File: config.mk
export PLATFORM = sky130hd
export DESIGN_NAME = hex_display_driver
export DESIGN_NICKNAME = d
export VERILOG_FILES = /design/src/rtl/hex_display_pkg.sv /design/src/rtl/seg7_encode.sv /design/src/rtl/hex_display_driver.sv
export SDC_FILE = /design/constraint.sdc
export NUM_CORES = 1
export LEC_CHECK = 0
export ABC_AREA = 1
export ABC_CLOCK_PERIOD_IN_PS = 3600
export BUFFER_PORTS_ARGS = -buffer_cell sky130_fd_sc_hd__buf_2
export CAP_MARGIN = 0
export CORE_ASPECT_RATIO = 0.75
export CORE_MARGIN = 2
export CORE_UTILIZATION = 63
export CTS_BUF_LIST = sky130_fd_sc_hd__clkbuf_16
export DETAILED_ROUTE_END_ITERATION = 12
export PLACE_DENSITY_LB_ADDON = 0.15
export SLEW_MARGIN = 20
export SYNTH_ARGS = -nofsm -noshare
export SYNTH_HDL_FRONTEND = slang
export SYNTH_HIERARCHICAL = 1
export SYNTH_SLANG_ARGS = --single-unit
File: constraint.sdc
create_clock -name clk -period 3.6 [get_ports clk]
set_clock_uncertainty 0.15 [all_clocks]
set_input_delay 0.36 -clock clk [delete_from_list [all_inputs] [get_ports clk]]
set_output_delay 0.36 -clock clk [all_outputs]
set_load 0.05 [all_outputs]
File: src/rtl/hex_display_pkg.sv
// Shared constants and helpers for the multi-digit 7-segment hex display driver.
package hex_display_pkg;

  localparam logic [6:0] SEG_BLANK = 7'h7F;

  // Active-low patterns indexed by nibble value, bit 0 = segment a.
  localparam logic [6:0] SEG_PATTERNS [16] = '{
    7'h40, 7'h79, 7'h24, 7'h30, 7'h19, 7'h12, 7'h02, 7'h78,
    7'h00, 7'h18, 7'h08, 7'h03, 7'h46, 7'h21, 7'h06, 7'h0E
  };

  function automatic int unsigned blink_half(int unsigned clk_hz, int unsigned blink_hz);
    return clk_hz / (2 * blink_hz);
  endfunction

endpackage

File: src/rtl/seg7_encode.sv
// Combinational hex nibble to active-low 7-segment pattern.
module seg7_encode
  import hex_display_pkg::*;
(
  input  logic [3:0] nibble,
  output logic [6:0] seg
);

  assign seg = SEG_PATTERNS[nibble];

endmodule

File: src/rtl/hex_display_driver.sv
// Captures a hex value and drives NUM_DIGITS registered active-low 7-segment digits
// with leading-zero blanking, per-digit enables and whole-display blinking.
module hex_display_driver
  import hex_display_pkg::*;
#(
  parameter int unsigned NUM_DIGITS = 6,
  parameter int unsigned CLK_HZ     = 50_000_000,
  parameter int unsigned BLINK_HZ   = 2
) (
  input  logic                    clk,
  input  logic                    reset_n,
  input  logic [4*NUM_DIGITS-1:0] value,
  input  logic                    load,
  input  logic                    hold,
  input  logic                    blank_lz,
  input  logic                    blink_en,
  input  logic [NUM_DIGITS-1:0]   digit_en,
  output logic [7*NUM_DIGITS-1:0] segments,
  output logic                    loaded
);

  localparam int unsigned HALF = blink_half(CLK_HZ, BLINK_HZ);
  localparam int unsigned CW = $clog2(HALF);
  localparam logic [CW-1:0] CNT_MAX = CW'(HALF - 1);

  logic [4*NUM_DIGITS-1:0] value_q;
  logic                    loaded_q;
  logic [CW-1:0]           blink_cnt_d, blink_cnt_q;
  logic                    phase_d, phase_q;
  logic                    capture;
  logic                    blank_all;

  assign capture = load & ~hold;

  always_ff @(posedge clk or negedge reset_n) begin
    if (!reset_n) begin
      value_q  <= '0;
      loaded_q <= 1'b0;
    end else begin
      if (capture) begin
        value_q <= value;
      end
      loaded_q <= capture;
    end
  end

  assign loaded = loaded_q;

  // Disabled blink parks the counter so every enable begins with a full visible phase.
  always_comb begin
    blink_cnt_d = '0;
    phase_d     = 1'b0;
    if (blink_en) begin
      if (blink_cnt_q == CNT_MAX) begin
        blink_cnt_d = '0;
        phase_d     = ~phase_q;
      end else begin
        blink_cnt_d = blink_cnt_q + 1'b1;
        phase_d     = phase_q;
      end
    end
  end

  always_ff @(posedge clk or negedge reset_n) begin
    if (!reset_n) begin
      blink_cnt_q <= '0;
      phase_q     <= 1'b0;
    end else begin
      blink_cnt_q <= blink_cnt_d;
      phase_q     <= phase_d;
    end
  end

  assign blank_all = blink_en & phase_q;

  for (genvar i = 0; i < NUM_DIGITS; i++) begin : g_digit
    logic [6:0] enc;
    logic [6:0] seg_d;
    logic [6:0] seg_q;
    logic       lz_blank;

    seg7_encode u_enc (
      .nibble (value_q[4*i +: 4]),
      .seg    (enc)
    );

    if (i == 0) begin : g_lsd
      assign lz_blank = 1'b0;
    end else begin : g_upper
      // Uses value_q regardless of digit_en so disabled nonzero digits still stop blanking.
      assign lz_blank = blank_lz & ~(|value_q[4*NUM_DIGITS-1 : 4*i]);
    end

    always_comb begin
      seg_d = enc;
      if (blank_all || !digit_en[i] || lz_blank) begin
        seg_d = SEG_BLANK;
      end
    end

    always_ff @(posedge clk or negedge reset_n) begin
      if (!reset_n) begin
        seg_q <= SEG_BLANK;
      end else begin
        seg_q <= seg_d;
      end
    end

    assign segments[7*i +: 7] = seg_q;
  end

endmodule

After elaboration in Yosys (flattened, before gate mapping)
Memory sizes are Yosys's and may differ from the RTL's.
Index checks and enable logic that the tools add are counted.
{ "op_classes": {"addsub": 1, "magnitude_cmp": 6, "n_eq_ne": 2, "muxes": 22, "bitwise": 20, "n_reduce_logical": 22} }
{ "op_table": {"columns": ["cell", "count"], "rows": [
  ["2-to-1 mux 7 bit", 18],
  ["2-to-1 mux 24 bit", 2],
  ["greater-or-equal comparator 5 bit, second input constant", 6],
  ["NOT 4 -> 5 bit", 6],
  ["adder 24 x 1 -> 24 bit, second input constant", 1],
  ["equality test 24 bit, second input constant", 1],
  ["OR reduction 20 bit", 1],
  ["OR reduction 16 bit", 1],
  ["OR reduction 12 bit", 1],
  ["logical OR 1 bit", 11],
  ["OR reduction 8 bit", 1],
  ["bitwise AND 1 bit", 7],
  ["NOT 1 bit", 7],
  ["zero test 1 bit", 6],
  ["OR reduction 4 bit", 1],
  ["2-to-1 mux 1 bit", 2],
  ["!= test 2 x 1 -> 1 bit, second input constant", 1]
]} }
{ "word_totals": {"reg_bits": 92, "mem_bits_ro": 672, "out_inout_bits": 43, "word_cells": 89, "mem_count": 6} }
{ "mem_list": {"columns": ["name", "words", "width", "rd", "rd_ports_with_merged_regs", "write_ports", "line", "rtl"], "rows": [
  ["(name not given)", 16, 7, 1, 0, 0, "seg7_encode.sv:9", "assign seg = SEG_PATTERNS[nibble];"],
  ["(name not given)", 16, 7, 1, 0, 0, "seg7_encode.sv:9", null],
  ["(name not given)", 16, 7, 1, 0, 0, "seg7_encode.sv:9", null],
  ["(name not given)", 16, 7, 1, 0, 0, "seg7_encode.sv:9", null],
  ["(name not given)", 16, 7, 1, 0, 0, "seg7_encode.sv:9", null],
  ["(name not given)", 16, 7, 1, 0, 0, "seg7_encode.sv:9", null]
]} }

Depth between registers and ports, before layout
{ "depth": {"ltp_word": 5, "mapped_depth": 9} }

Hierarchy
The synthesis kept the hierarchy.
{ "by_module_without_submodules": {"columns": ["mod", "instances", "cells_per_inst", "area_each_um2", "seq_area_each_um2"], "rows": [
  ["hex_display_driver", 1, 434, 3932.5, 2354.8],
  ["seg7_encode (g_digit[1].u_enc ...)", 4, 50, 264.0, 0.0],
  ["seg7_encode (g_digit[5].u_enc)", 1, 52, 322.8, 0.0],
  ["seg7_encode (g_digit[0].u_enc)", 1, 50, 269.0, 0.0]
]} }

Worst setup path after synthesis
Ideal clock, no wire load.
{ "synth_timing": {"path_type": "reg2reg", "startpoint": "register value_q[20]", "endpoint": "register g_digit[5].seg_q[3]", "setup_time_ns": 0.084, "arrival_time_ns": 1.302, "t_required_ns": 3.366, "setup_slack_ns": 2.064, "stages_incl_launch_ff": 8, "n_path_buf": 0, "period_less_slack_ns": 1.536, "cell_sequence": "dfrtp_1 -> inv_1 -> ha_1 -> inv_1 -> nand2_1 -> nand3_1 -> nand2_1 -> or2_2"} }
{ "synth_via": {"elab_chain_len": 5, "word_cells_on_any_way": 9, "classes_between": "mux: 3; bitwise: 3; reduce/logical: 2; memory: 1"} }
{ "synth_lines": {"columns": ["element", "line", "rtl"], "rows": [
  ["start: declaration", "hex_display_driver.sv:26", "logic [4*NUM_DIGITS-1:0] value_q;"],
  ["start signal: assignment", "hex_display_driver.sv:41", "value_q <= value;"],
  ["NOT 4 -> 5 bit (not written as such)", "seg7_encode.sv:9", null],
  ["memory (16 x 7 bit)", null, null],
  ["2-to-1 mux 7 bit (not written as such) (2 in a row)", "seg7_encode.sv:9", null],
  ["via g_digit[5].enc[3]", "hex_display_driver.sv:77", "logic [6:0] enc;"],
  ["2-to-1 mux 7 bit", "hex_display_driver.sv:96", "if (blank_all || !digit_en[i] || lz_blank) begin"],
  ["via g_digit[5].seg_d[3]", "hex_display_driver.sv:78", "logic [6:0] seg_d;"],
  ["end signal: assignment", "hex_display_driver.sv:105", "seg_q <= seg_d;"],
  ["end: declaration", "hex_display_driver.sv:79", "logic [6:0] seg_q;"]
]} }
The timed path passes the listed nets, and every way through them passes these cells. The select of a mux whose other input is x is not followed.
A chain may end at the register's enable or synchronous reset.

Worst setup path after layout
{ "layout_timing": {"startpoint": "register value_q[23]", "endpoint": "register g_digit[3].seg_q[5]"} }
{ "layout_via": {"elab_chain_len": 5} }
{ "layout_lines": {"columns": ["element", "line", "rtl"], "rows": [
  ["OR reduction 12 bit", "hex_display_driver.sv:91", "assign lz_blank = blank_lz & ~(|value_q[4*NUM_DIGITS-1 : 4*i]);"],
  ["NOT 1 bit", "hex_display_driver.sv:91", null],
  ["bitwise AND 1 bit", "hex_display_driver.sv:91", null],
  ["logical OR 1 bit", "hex_display_driver.sv:96", null],
  ["2-to-1 mux 7 bit", "hex_display_driver.sv:96", null],
  ["via g_digit[3].seg_d[5]", "hex_display_driver.sv:78", null],
  ["end signal: assignment", "hex_display_driver.sv:105", null],
  ["end: declaration", "hex_display_driver.sv:79", null]
]} }
The timed path passes the listed nets, and every way through them passes these cells.

==> impl_metrics.env <==
export IMPL_cts_buffers=9
export IMPL_synth_distinct_cells=29
export IMPL_met1_usage=0.352
export IMPL_syn_to_final_growth_pct=13.9
export IMPL_cp_num_buf_inv=0
export IMPL_die_h_microns=85.5
export IMPL_cp_required_ns=3.72
export IMPL_dp_hpwl_microns=8620
export IMPL_track_usage=0.262
export IMPL_antenna_cells=0
export IMPL_vias=4872
export IMPL_synth_edf_count=0
export IMPL_status="complete, no violations"
export IMPL_worstPathMaxFanout=11
export IMPL_core_sq_um=8530
export IMPL_drive_gt1_frac=0.228
export IMPL_yosysTopAreaCell="dfrtp_1"
export IMPL_synthTopCellsByArea="dfrtp_1 22%, dfstp_2 20%, nand2_1 17%"
export IMPL_peakVddDrop_v=0.000409
export IMPL_drv_cap=0
export IMPL_crit_path_frequent_cell="nand2_1"
export IMPL_overflow=0
export IMPL_wirelength_microns=12000
export IMPL_crit_path_start_kind="flop"
export IMPL_clock_latency_ns=0.34
export IMPL_cts_sinks=92
export IMPL_cts_max_path_buffers=2
export IMPL_grt_pass1_wl_microns=20600
export IMPL_rows=29
export IMPL_arrival_ns=1.87
export IMPL_fin_crit_ns=1.75
export IMPL_syn_area_sq_um=5580
export IMPL_yosysWarnings=6
export IMPL_ys_seq_area_frac=0.422
export IMPL_placed_cells=913
export IMPL_grt_max_degree=72
export IMPL_start_util=0.654
export IMPL_hold_viol=0
export IMPL_syn_nets=809
export IMPL_synth_seq_cells=92
export IMPL_die_w_microns=113
export IMPL_grt_pass1_vias=4518
export IMPL_synth_common_cells="258 x nand2_1, 96 x nor2_1, 77 x inv_1"
export IMPL_hold_slack_ns=0.00370
export IMPL_cpLargestDelayFamily="simple AND/OR/NAND/NOR gates"
export IMPL_timing_final_crit_share=0.486
export IMPL_met3_usage=0.0636
export IMPL_cts_tree="built"
export IMPL_first_pass_iters=7
export IMPL_design_power_total_uw=3180
export IMPL_final_cells=929
export IMPL_port_buffers=78
export IMPL_detail_route_vias_per_cell=5.24
export IMPL_yosysMostFrequentCell="nand2_1"
export IMPL_critPathKind="flop to flop"
export IMPL_drt_iter0_markers=330
export IMPL_ios=79
export IMPL_num_fill_cells=652
export IMPL_ant_nets=0
export IMPL_clkTransAtPathRegs_ns=0.06
export IMPL_hold_path_class="input pin to async pin"
export IMPL_die_area_sq_um=9630
export IMPL_p_leak_uw=0.00332
export IMPL_hold_buffers=0
export IMPL_cts_setup_buffers=0
export IMPL_relSlewSlack=0.417
export IMPL_wl_per_cell_microns=12.9
export IMPL_path_cells="nor3_2 -> nand2_1 -> nor2_1 -> nand2_1 -> nand3b_1"
export IMPL_htreeDepth=3
export IMPL_synth_ff_type="dfrtp_1"
export IMPL_antenna_found_initial=0
export IMPL_rsz0062_at_grt="false"
export IMPL_post_cts_resize_count=0
export IMPL_worst_slew_pin_slew_ns=0.875
export IMPL_p_per_area_nw_per_um2=500
export IMPL_end_kind="flop"
export IMPL_root_buffer="clkbuf_16"
export IMPL_syn_avg_cell_area_sq_um=7.58
export IMPL_busiest_layer="met2"
export IMPL_slew_viol_final=0
export IMPL_synthCells=736
export IMPL_async_reset_ff_frac=1.00
export IMPL_gr_usage_met2=0.423
export IMPL_clock_fmax_ghz=0.572
export IMPL_setup_viol=0
export IMPL_slowest_stage="dfrtp_1"
export IMPL_route_detailed_drc=0
export IMPL_globalplace_congestion=0.927
export IMPL_finalNetCount=889
export IMPL_fin_tns_setup_ns=0
export IMPL_synth_top_cell_area_share=0.224
export IMPL_slowest_delay_ns=0.60
## worst register-to-register path, cell delays in order (launching register included)
cell	delay, ns
dfrtp_1	0.60
nor3_2	0.32
nand2_1	0.10
nor2_1	0.19
nand2_1	0.19
nand3b_1	0.13
## cell usage in the layout, fill, tap and decap left out, types with 2 or more instances in the layout
| cell | count |
|---|---|
| o21ai_0 | 5 |
| a21oi_1 | 14 |
| dfrtp_1 | 50 |
| xnor2_1 | 2 |
| nor2_2 | 5 |
| nand2_1 | 258 |
| xor2_1 | 4 |
| nand3_1 | 49 |
| clkbuf_16 | 11 |
| nand4_1 | 2 |
| nor2_1 | 96 |
| inv_4 | 3 |
| buf_2 | 77 |
| or2_2 | 7 |
| buf_4 | 3 |
| nand2_4 | 2 |
| o21ai_1 | 9 |
| nand2_2 | 11 |
| nand3_2 | 3 |
| nand3b_1 | 29 |
| nor2_8 | 2 |
| dfstp_2 | 42 |
| inv_2 | 9 |
| ha_1 | 37 |
| inv_1 | 77 |
| clkinv_2 | 2 |
| nor3_1 | 2 |
| nor2_4 | 6 |
## path summary, 6_finish.rpt
kind	startpoint	to	slack, ns	depth (start not counted)
worst min-delay path	reset_n	loaded	0.004	1
max in group asynchronous	reset_n	g_digit[3].seg_q[5]	2.44	2
worst max-delay path	value_q[23]	g_digit[3].seg_q[5]	1.85	5
worst max register to register	value_q[23]	g_digit[3].seg_q[5]	1.85	5
worst min register to register	blink_cnt_q[0]	blink_cnt_q[0]	0.32	1
min in group clk	value[6]	value_q[6]	0.07	3
## metal layers
metal	wire, microns	up-vias
met4	244	0
met1	5420	2247
li1	-	2422
met5	0	-
met2	5610	179
met3	735	24
## through the flow
stage | util | setup WS, ns | cell area [sq um]
after CTS | 0.746 | 1.86 | 6360
after global routing | 0.746 | 1.73 | 6360
after detailed placement | 0.707 | 1.87 | 6030
after global placement | 0.707 | 1.91 | 6030
after floorplan | - | 2.06 | 5580
final | 0.746 | 1.85 | 6360
## cells by family (layout without fill, tap and decap cells)
logic type / Yosys count / count (layout) / share of synthesized area
xor gates and xnor gates: 6 / 6 / 0.00942
adders and majority gates: 37 / 37 / 0.0830
AOI/OAI and AO/OA: 28 / 28 / 0.0251
buffers and inverters: 100 / 185 / 0.0791
DFF: 92 / 92 / 0.422
and+or+nand+nor: 473 / 473 / 0.381
## area by class of cell
type / count / area, sq um / area share
multi-input combinational: 544 / 2780 / 0.438
sequential: 92 / 2350 / 0.370
timing repair buffer: 80 / 408 / 0.0642
inverter: 89 / 347 / 0.0545
clock buffer: 11 / 275 / 0.0433
tap: 108 / 135 / 0.0213
clock inverter: 5 / 53.8 / 0.00846
## state kept, by name, summed over array words and instances (netlist names)
name and flops:
phase_q 1, g_digit.seg_q 42, value_q 24, blink_cnt_q 24, loaded 1
## where the power goes
group	switching (uW)	total, uW	internal [uW]
Clock	391	1010	620
Sequential	106	1290	1190
Combinational	612	877	265
Total	1110	3180	2070
(Power assumes the default switching activity.)
